$ cat src/rtl/celda_tipica_pkg.sv
// Shared state encoding and next-state function for the iterative magnitude comparator cell.
package celda_tipica_pkg;

  localparam int unsigned STATE_W = 2;

  typedef enum logic [STATE_W-1:0] {
    STATE_EQ = 2'b01,
    STATE_GT = 2'b10,
    STATE_LT = 2'b11
  } state_e;

  // GT and LT are absorbing; EQ and the illegal 00 code both resolve on the bit pair.
  function automatic state_e next_state(input logic [STATE_W-1:0] st,
                                        input logic a,
                                        input logic b);
    state_e r;
    r = STATE_EQ;
    if (st == STATE_GT) begin
      r = STATE_GT;
    end else if (st == STATE_LT) begin
      r = STATE_LT;
    end else begin
      case ({a, b})
        2'b01:   r = STATE_LT;
        2'b10:   r = STATE_GT;
        default: r = STATE_EQ;
      endcase
    end
    return r;
  endfunction

endpackage

$ cat src/rtl/celda_tipica_ns.sv
// Purely combinational next-state logic of one comparator cell.
module celda_tipica_ns
  import celda_tipica_pkg::*;
(
  input  logic [STATE_W-1:0] st_i,
  input  logic               a_i,
  input  logic               b_i,
  output logic [STATE_W-1:0] nst_o
);

  assign nst_o = next_state(st_i, a_i, b_i);

endmodule

$ cat src/rtl/celda_tipica.sv
// Comparator cell: reset-free chained next-state path plus a bit-serial state register
// that reuses the same next-state logic to compare words one bit per clock, MSB first.
module celda_tipica
  import celda_tipica_pkg::*;
(
  input  logic               clk,
  input  logic               rst_n,
  input  logic               p,
  input  logic               q,
  input  logic               Ai,
  input  logic               Bi,
  output logic               P,
  output logic               Q,
  input  logic               ser_start,
  input  logic               ser_en,
  output logic [STATE_W-1:0] ser_st,
  output logic               eq,
  output logic               gt,
  output logic               lt
);

  logic [STATE_W-1:0] chain_nst;
  logic [STATE_W-1:0] ser_base;
  logic [STATE_W-1:0] ser_nst;
  state_e             ser_st_q;
  state_e             ser_st_d;

  celda_tipica_ns u_ns_chain (
    .st_i  ({p, q}),
    .a_i   (Ai),
    .b_i   (Bi),
    .nst_o (chain_nst)
  );

  assign P = chain_nst[1];
  assign Q = chain_nst[0];

  // A start evaluates from EQ, so prior history is discarded even when ser_en is also high.
  assign ser_base = ser_start ? STATE_EQ : ser_st_q;

  celda_tipica_ns u_ns_ser (
    .st_i  (ser_base),
    .a_i   (Ai),
    .b_i   (Bi),
    .nst_o (ser_nst)
  );

  always_comb begin
    ser_st_d = ser_st_q;
    if (ser_start || ser_en) begin
      ser_st_d = state_e'(ser_nst);
    end
  end

  always_ff @(posedge clk) begin
    if (!rst_n) begin
      ser_st_q <= STATE_EQ;
    end else begin
      ser_st_q <= ser_st_d;
    end
  end

  assign ser_st = ser_st_q;
  assign eq     = (ser_st_q == STATE_EQ);
  assign gt     = (ser_st_q == STATE_GT);
  assign lt     = (ser_st_q == STATE_LT);

endmodule

$ cat config.mk
export PLATFORM = sky130hd
export DESIGN_NAME = celda_tipica
export DESIGN_NICKNAME = d
export VERILOG_FILES = /design/src/rtl/celda_tipica_pkg.sv /design/src/rtl/celda_tipica_ns.sv /design/src/rtl/celda_tipica.sv
export SDC_FILE = /design/constraint.sdc
export NUM_CORES = 1
export LEC_CHECK = 0
export BUFFER_PORTS_ARGS = -buffer_cell sky130_fd_sc_hd__clkbuf_2
export CAP_MARGIN = 10
export CORE_AREA = 2 2 39 41
export DETAILED_ROUTE_END_ITERATION = 10
export DIE_AREA = 0 0 41 43
export GPL_ROUTABILITY_DRIVEN = 1
export GPL_TIMING_DRIVEN = 0
export PLACE_DENSITY = 0.46
export SLEW_MARGIN = 25
export SYNTH_ARGS = -nofsm -noshare
export SYNTH_HDL_FRONTEND = slang
export SYNTH_HIERARCHICAL = 1
export SYNTH_SLANG_ARGS = --single-unit
export TNS_END_PERCENT = 50
$ cat constraint.sdc
create_clock -name clk -period 1.5 [get_ports clk]
set_input_delay 0.225 -clock clk [delete_from_list [all_inputs] [get_ports clk]]
set_output_delay 0.225 -clock clk [all_outputs]
set_load 0.01 [all_outputs]
==> results of run 1 <==
worst paths after layout:
kind / to / cells past startpoint / slack (ps) / startpoint
max: gt / 2 / 360 / ser_st[0]
min reg2reg: ser_st[1] / 2 / 510 / ser_st[1]
min: ser_st[0] / 2 / 220 / rst_n
max reg2reg: ser_st[0] / 5 / 510 / ser_st[1]
cell usage after synthesis (all sizes together):
| cell | instances |
|---|---|
| o21ai | 3 |
| nand2 | 3 |
| o211ai | 1 |
| inv | 3 |
| nor2 | 1 |
| o31ai | 1 |
| and2b | 1 |
| ha | 2 |
| o311ai | 1 |
| dfxtp | 2 |
| and2 | 1 |
| nor2b | 1 |
| nand2b | 2 |
| or2 | 1 |
per-layer routing:
metal,wire length (um),vias to the layer above
met5,0,-
met4,0,0
met3,81,0
met2,149,20
met1,182,89
li1,-,114
worst max-delay path: stages (launching register included):
cell	delay, ps
dfxtp_1	350
and2b_2	220
clkbuf_2	120
cell type report:
| cell class | instances | area (um2) |
|---|---|---|
| inverter | 3 | 11.26 |
| clock buffer | 3 | 22.52 |
| fill | 162 | 1100 |
| sequential | 2 | 40.04 |
| multi-input combinational | 18 | 120.1 |
| timing repair buffer | 14 | 70.07 |
| tap | 16 | 20.02 |
logic make-up after synthesis:
kind of cell / count (synthesis) / synth area share, %
compound gates: 6 / 22.63
fa+ha+maj: 2 / 14.60
buf+inv: 3 / 6.569
flops: 2 / 23.36
simple gates: 10 / 32.85
report_power, final:
part           switching, mW  internal (mW)  total, mW
clock network         0.0283         0.0880      0.116
logic                 0.0331         0.0322     0.0654
registers            0.00540         0.0586     0.0640
==> results.sh, run 1 <==
export IMPL_antenna_left=0
export IMPL_max_freq_mhz=873.5
export IMPL_cts_setup_buffers=0
export IMPL_area_growth_pct=65.69
export IMPL_grt_pass1_vias=164
export IMPL_p_per_area_nw_per_um2=864.9
export IMPL_drcViolationCount=0
export IMPL_grtUsageMet3_pct=5.759
export IMPL_synth_cell_types=15
export IMPL_finalSetupTns_ps=0
export IMPL_layout_common_cells="14 x clkbuf_2, 3 x inv_1, 3 x nand2_1, 3 x clkbuf_4"
export IMPL_hold_buffers=0
export IMPL_worst_pin_slew_ps=229.5
export IMPL_initial_utilization_pct=12.39
export IMPL_cts_sinks=2
export IMPL_cts_tree="yes"
export IMPL_end_kind="output pin"
export IMPL_vias_per_cell=3.982
export IMPL_slew_headroom_pct=84.46
export IMPL_syn_area_um2=171.4
export IMPL_total_power_mw=0.2457
export IMPL_grtUsageMet1_pct=5.414
export IMPL_setup_ws_ps=355.2
export IMPL_grt_util_met2_pct=5.938
export IMPL_die_area_um2=1763
export IMPL_ys_warn_count=6
export IMPL_hpwlAfterDp_um=346.7
export IMPL_max_cap_violations=0
export IMPL_first_pass_iters=5
export IMPL_wirelength_um=413
export IMPL_drive_gt1_share_pct=47.50
export IMPL_ctsHtreeMaxLevel=1
export IMPL_worstSkewPairLatency_ps=220
export IMPL_core_um2=1384
export IMPL_dp_worst_setup_slack_ps=478.8
export IMPL_antenna_found_initial=0
export IMPL_path_class="flip-flop to output pin"
export IMPL_grtUsageTotal_pct=5.606
export IMPL_crit_arrival_ps=920
export IMPL_rows=14
export IMPL_rsz0062_at_grt="no"
export IMPL_hp_class="input pin to flip-flop"
export IMPL_synth_avg_cell_area_um2=7.453
export IMPL_die_h_um=43
export IMPL_synth_cells=23
export IMPL_grt_max_degree=7
export IMPL_worst_clock_skew_ps=4.360
export IMPL_io_pins=15
export IMPL_antenna_cells=0
export IMPL_synth_top_area_share_pct=23.36
export IMPL_syn_num_nets=33
export IMPL_setup_viol=0
export IMPL_initialDrtViolationCount=2
export IMPL_grt_pass1_wl_um=600
export IMPL_gp_congestion=0.5776
export IMPL_outcome="finished clean"
export IMPL_place_area_um2=261.5
export IMPL_numCtsBuffers=3
export IMPL_wl_per_cell_um=7.375
export IMPL_ys_seq_area_share_pct=23.36
export IMPL_drv_slew=0
export IMPL_startpoint_type="flip-flop"
export IMPL_nNetsFinal=52
export IMPL_die_w_um=41
export IMPL_layout_commonest_cell="clkbuf_2"
export IMPL_dp_cells=53
export IMPL_critPathMaxFanout=5
export IMPL_layout_cells_non_filler=56
export IMPL_clockRootBuffer="clkbuf_4"
export IMPL_cts_buffer_depth=2
export IMPL_ys_ff_latch=2
export IMPL_utilization_pct=20.52
export IMPL_yosysTopAreaCell="dfxtp_1"
export IMPL_post_route_min_period_ps=1145
export IMPL_final_period_utilization_pct=76.32
export IMPL_path_clk_slew_ps=30
export IMPL_vias=223
export IMPL_ir_drop_mv=0.4221
export IMPL_cts_resized=0
export IMPL_crit_required_ps=1270
export IMPL_largest_register_ff_count=2
export IMPL_whs_ps=222.5
export IMPL_p_leak_nw=0.1552
export IMPL_port_buffer_count=14
export IMPL_synth_area_leaders="dfxtp_1 23%, ha_1 15%, nand2b_1 7.3%"
export IMPL_grt_busiest_layer="met4"
export IMPL_fin_area_um2=284.0
export IMPL_gr_total_overflow=0
export IMPL_finalHoldViolCount=0
No activity file was read; power rests on OpenSTA's default activity.
==> inputs of run 2 (changes only) <==
Clock period 1.5 ns to 1.1 ns, I/O delays scaled along.
==> run 2 against run 1 <==
  * Final area increased by 1.8%
  * Register-to-register slack lost 360 ps
  * Largest power group unchanged
  * Total power is 38% higher
  * Global-route usage unchanged
  * Sequential power is 39% higher
  * Critical path type unchanged
  * Die area did not move
  * Highest routed layer unchanged
  * Hold slack worse by 64 ps
  * Flip-flop and latch count did not move
  * Combinational power increased by 38%
  * Clock skew about the same
  * Critical path depth unchanged
  * Count of clock-buffer cells in the layout did not move
==> results.sh, run 2 (synthesized netlist as in run 1, its figures left out) <==
export IMPL_outcome="finished clean"
export IMPL_layout_cells_non_filler=56
export IMPL_antenna_found_initial=0
export IMPL_startpoint_type="flip-flop"
export IMPL_intPower_mw=0.2463
export IMPL_worst_clock_skew_ps=4.639
export IMPL_worstSkewPairLatency_ps=220
export IMPL_io_pins=15
export IMPL_grt_pass1_vias=164
export IMPL_crit_required_ps=940
export IMPL_hp_class="input pin to flip-flop"
export IMPL_setup_ws_ps=46.96
export IMPL_cts_tree="yes"
export IMPL_setup_viol=0
export IMPL_ir_drop_mv=0.5814
export IMPL_layout_common_cells="14 x clkbuf_2, 3 x inv_1, 3 x nand2_1, 3 x clkbuf_4"
export IMPL_hpwlAfterDp_um=346.7
export IMPL_port_buffer_count=14
export IMPL_rows=14
export IMPL_wl_per_cell_um=7.500
export IMPL_gr_total_overflow=0
export IMPL_antenna_left=0
export IMPL_die_h_um=43
export IMPL_first_pass_iters=4
export IMPL_wirelength_um=420
export IMPL_finalSetupTns_ps=0
export IMPL_p_per_area_nw_per_um2=1172
export IMPL_p_sw_share_pct=27.26
export IMPL_hold_buffers=0
export IMPL_drive_gt1_share_pct=55.00
export IMPL_rsz0062_at_grt="no"
export IMPL_drv_slew=0
export IMPL_power_frac_clock_pct=47.2
export IMPL_seq_power_share_pct=26.2
export IMPL_vias_per_cell=3.804
export IMPL_numCtsBuffers=3
export IMPL_area_growth_pct=68.61
export IMPL_path_clk_slew_ps=30
export IMPL_dp_worst_setup_slack_ps=102.6
export IMPL_crit_arrival_ps=890
export IMPL_initial_utilization_pct=12.39
export IMPL_p_leak_nw=0.1556
export IMPL_worst_pin_slew_ps=229.7
export IMPL_initialDrtViolationCount=4
export IMPL_max_freq_mhz=949.6
export IMPL_fillers=160
export IMPL_total_power_mw=0.3386
export IMPL_end_kind="output pin"
export IMPL_largest_register_ff_count=2
export IMPL_p_comb_share_pct=26.6
export IMPL_core_um2=1384
export IMPL_grt_pass1_wl_um=600
export IMPL_slew_headroom_pct=84.44
export IMPL_die_area_um2=1763
export IMPL_layout_commonest_cell="clkbuf_2"
export IMPL_finalHoldViolCount=0
export IMPL_antenna_cells=0
export IMPL_post_route_min_period_ps=1053
export IMPL_grtUsageTotal_pct=5.606
export IMPL_grt_max_degree=7
export IMPL_die_w_um=41
export IMPL_ctsHtreeMaxLevel=1
export IMPL_clockRootBuffer="clkbuf_4"
export IMPL_whs_ps=158.9
export IMPL_vias=213
export IMPL_drcViolationCount=0
export IMPL_cts_buffer_depth=2
export IMPL_gp_congestion=0.5776
export IMPL_path_class="flip-flop to output pin"
export IMPL_nNetsFinal=52
export IMPL_critPathMaxFanout=5
export IMPL_p_sw_mw=0.09232
export IMPL_max_cap_violations=0
export IMPL_dp_cells=53
export IMPL_final_period_utilization_pct=95.73
export IMPL_cts_sinks=2
==> run 2: cell counts in the layout (fill, tap and decap cells not counted) <==
No cell type changed its count.
==> run 2: metrics by stage <==
step                area [um2]  utilization [%]
floorplan                171.4                -
global placement         261.5            18.90
detailed placement       261.5            18.90
CTS                      285.3            20.61
global route             289.0            20.89
finish                   289.0            20.89
==> run 2: worst max-delay path, stage by stage, from the launching register on <==
cell	delay, ps
dfxtp_2	330
and2b_2	210
clkbuf_2	120
==> run 2: final timing paths <==
check,startpoint,end,slack (ps),cells past startpoint
max,ser_st[0],gt,50,2
min,rst_n,ser_st[0],160,2
max reg2reg,ser_st[0],ser_st[0],150,5
min reg2reg,ser_st[1],ser_st[1],480,2
==> run 2: timing repair <==
action                                  in CTS  in global routing
resized for setup                            1                  2
endpoints found under the setup margin       1                  3
pin swaps                                    0                  0
cloned                                       0                  0
buffers inserted                             0                  0
==> run 2: area by class of cell <==
class	count	area (um2)	share of cell area, %
multi-input combinational	18	122.6	42.42
timing repair buffer	14	70.07	24.24
sequential	2	42.54	14.72
clock buffer	3	22.52	7.792
tap	16	20.02	6.926
inverter	3	11.26	3.896
==> run 2: power groups by stage <==
stage                     combinational [mW]  clock [mW]  sequential, mW
after floorplan                       0.0433           0          0.0899
after detailed placement              0.0899           0          0.0884
after global placement                0.0899           0          0.0886
final                                 0.0900       0.160          0.0889
after CTS                             0.0903       0.165          0.0882
after global routing                   0.102       0.176          0.0905
==> run 2: metal layers <==
layer	vias to the layer above	global-route usage [%]	wire length [um]
met4	0	6.000	0
met3	0	5.759	69
met5	-	0	0
met1	85	5.414	186
met2	14	5.938	164
li1	114	-	-
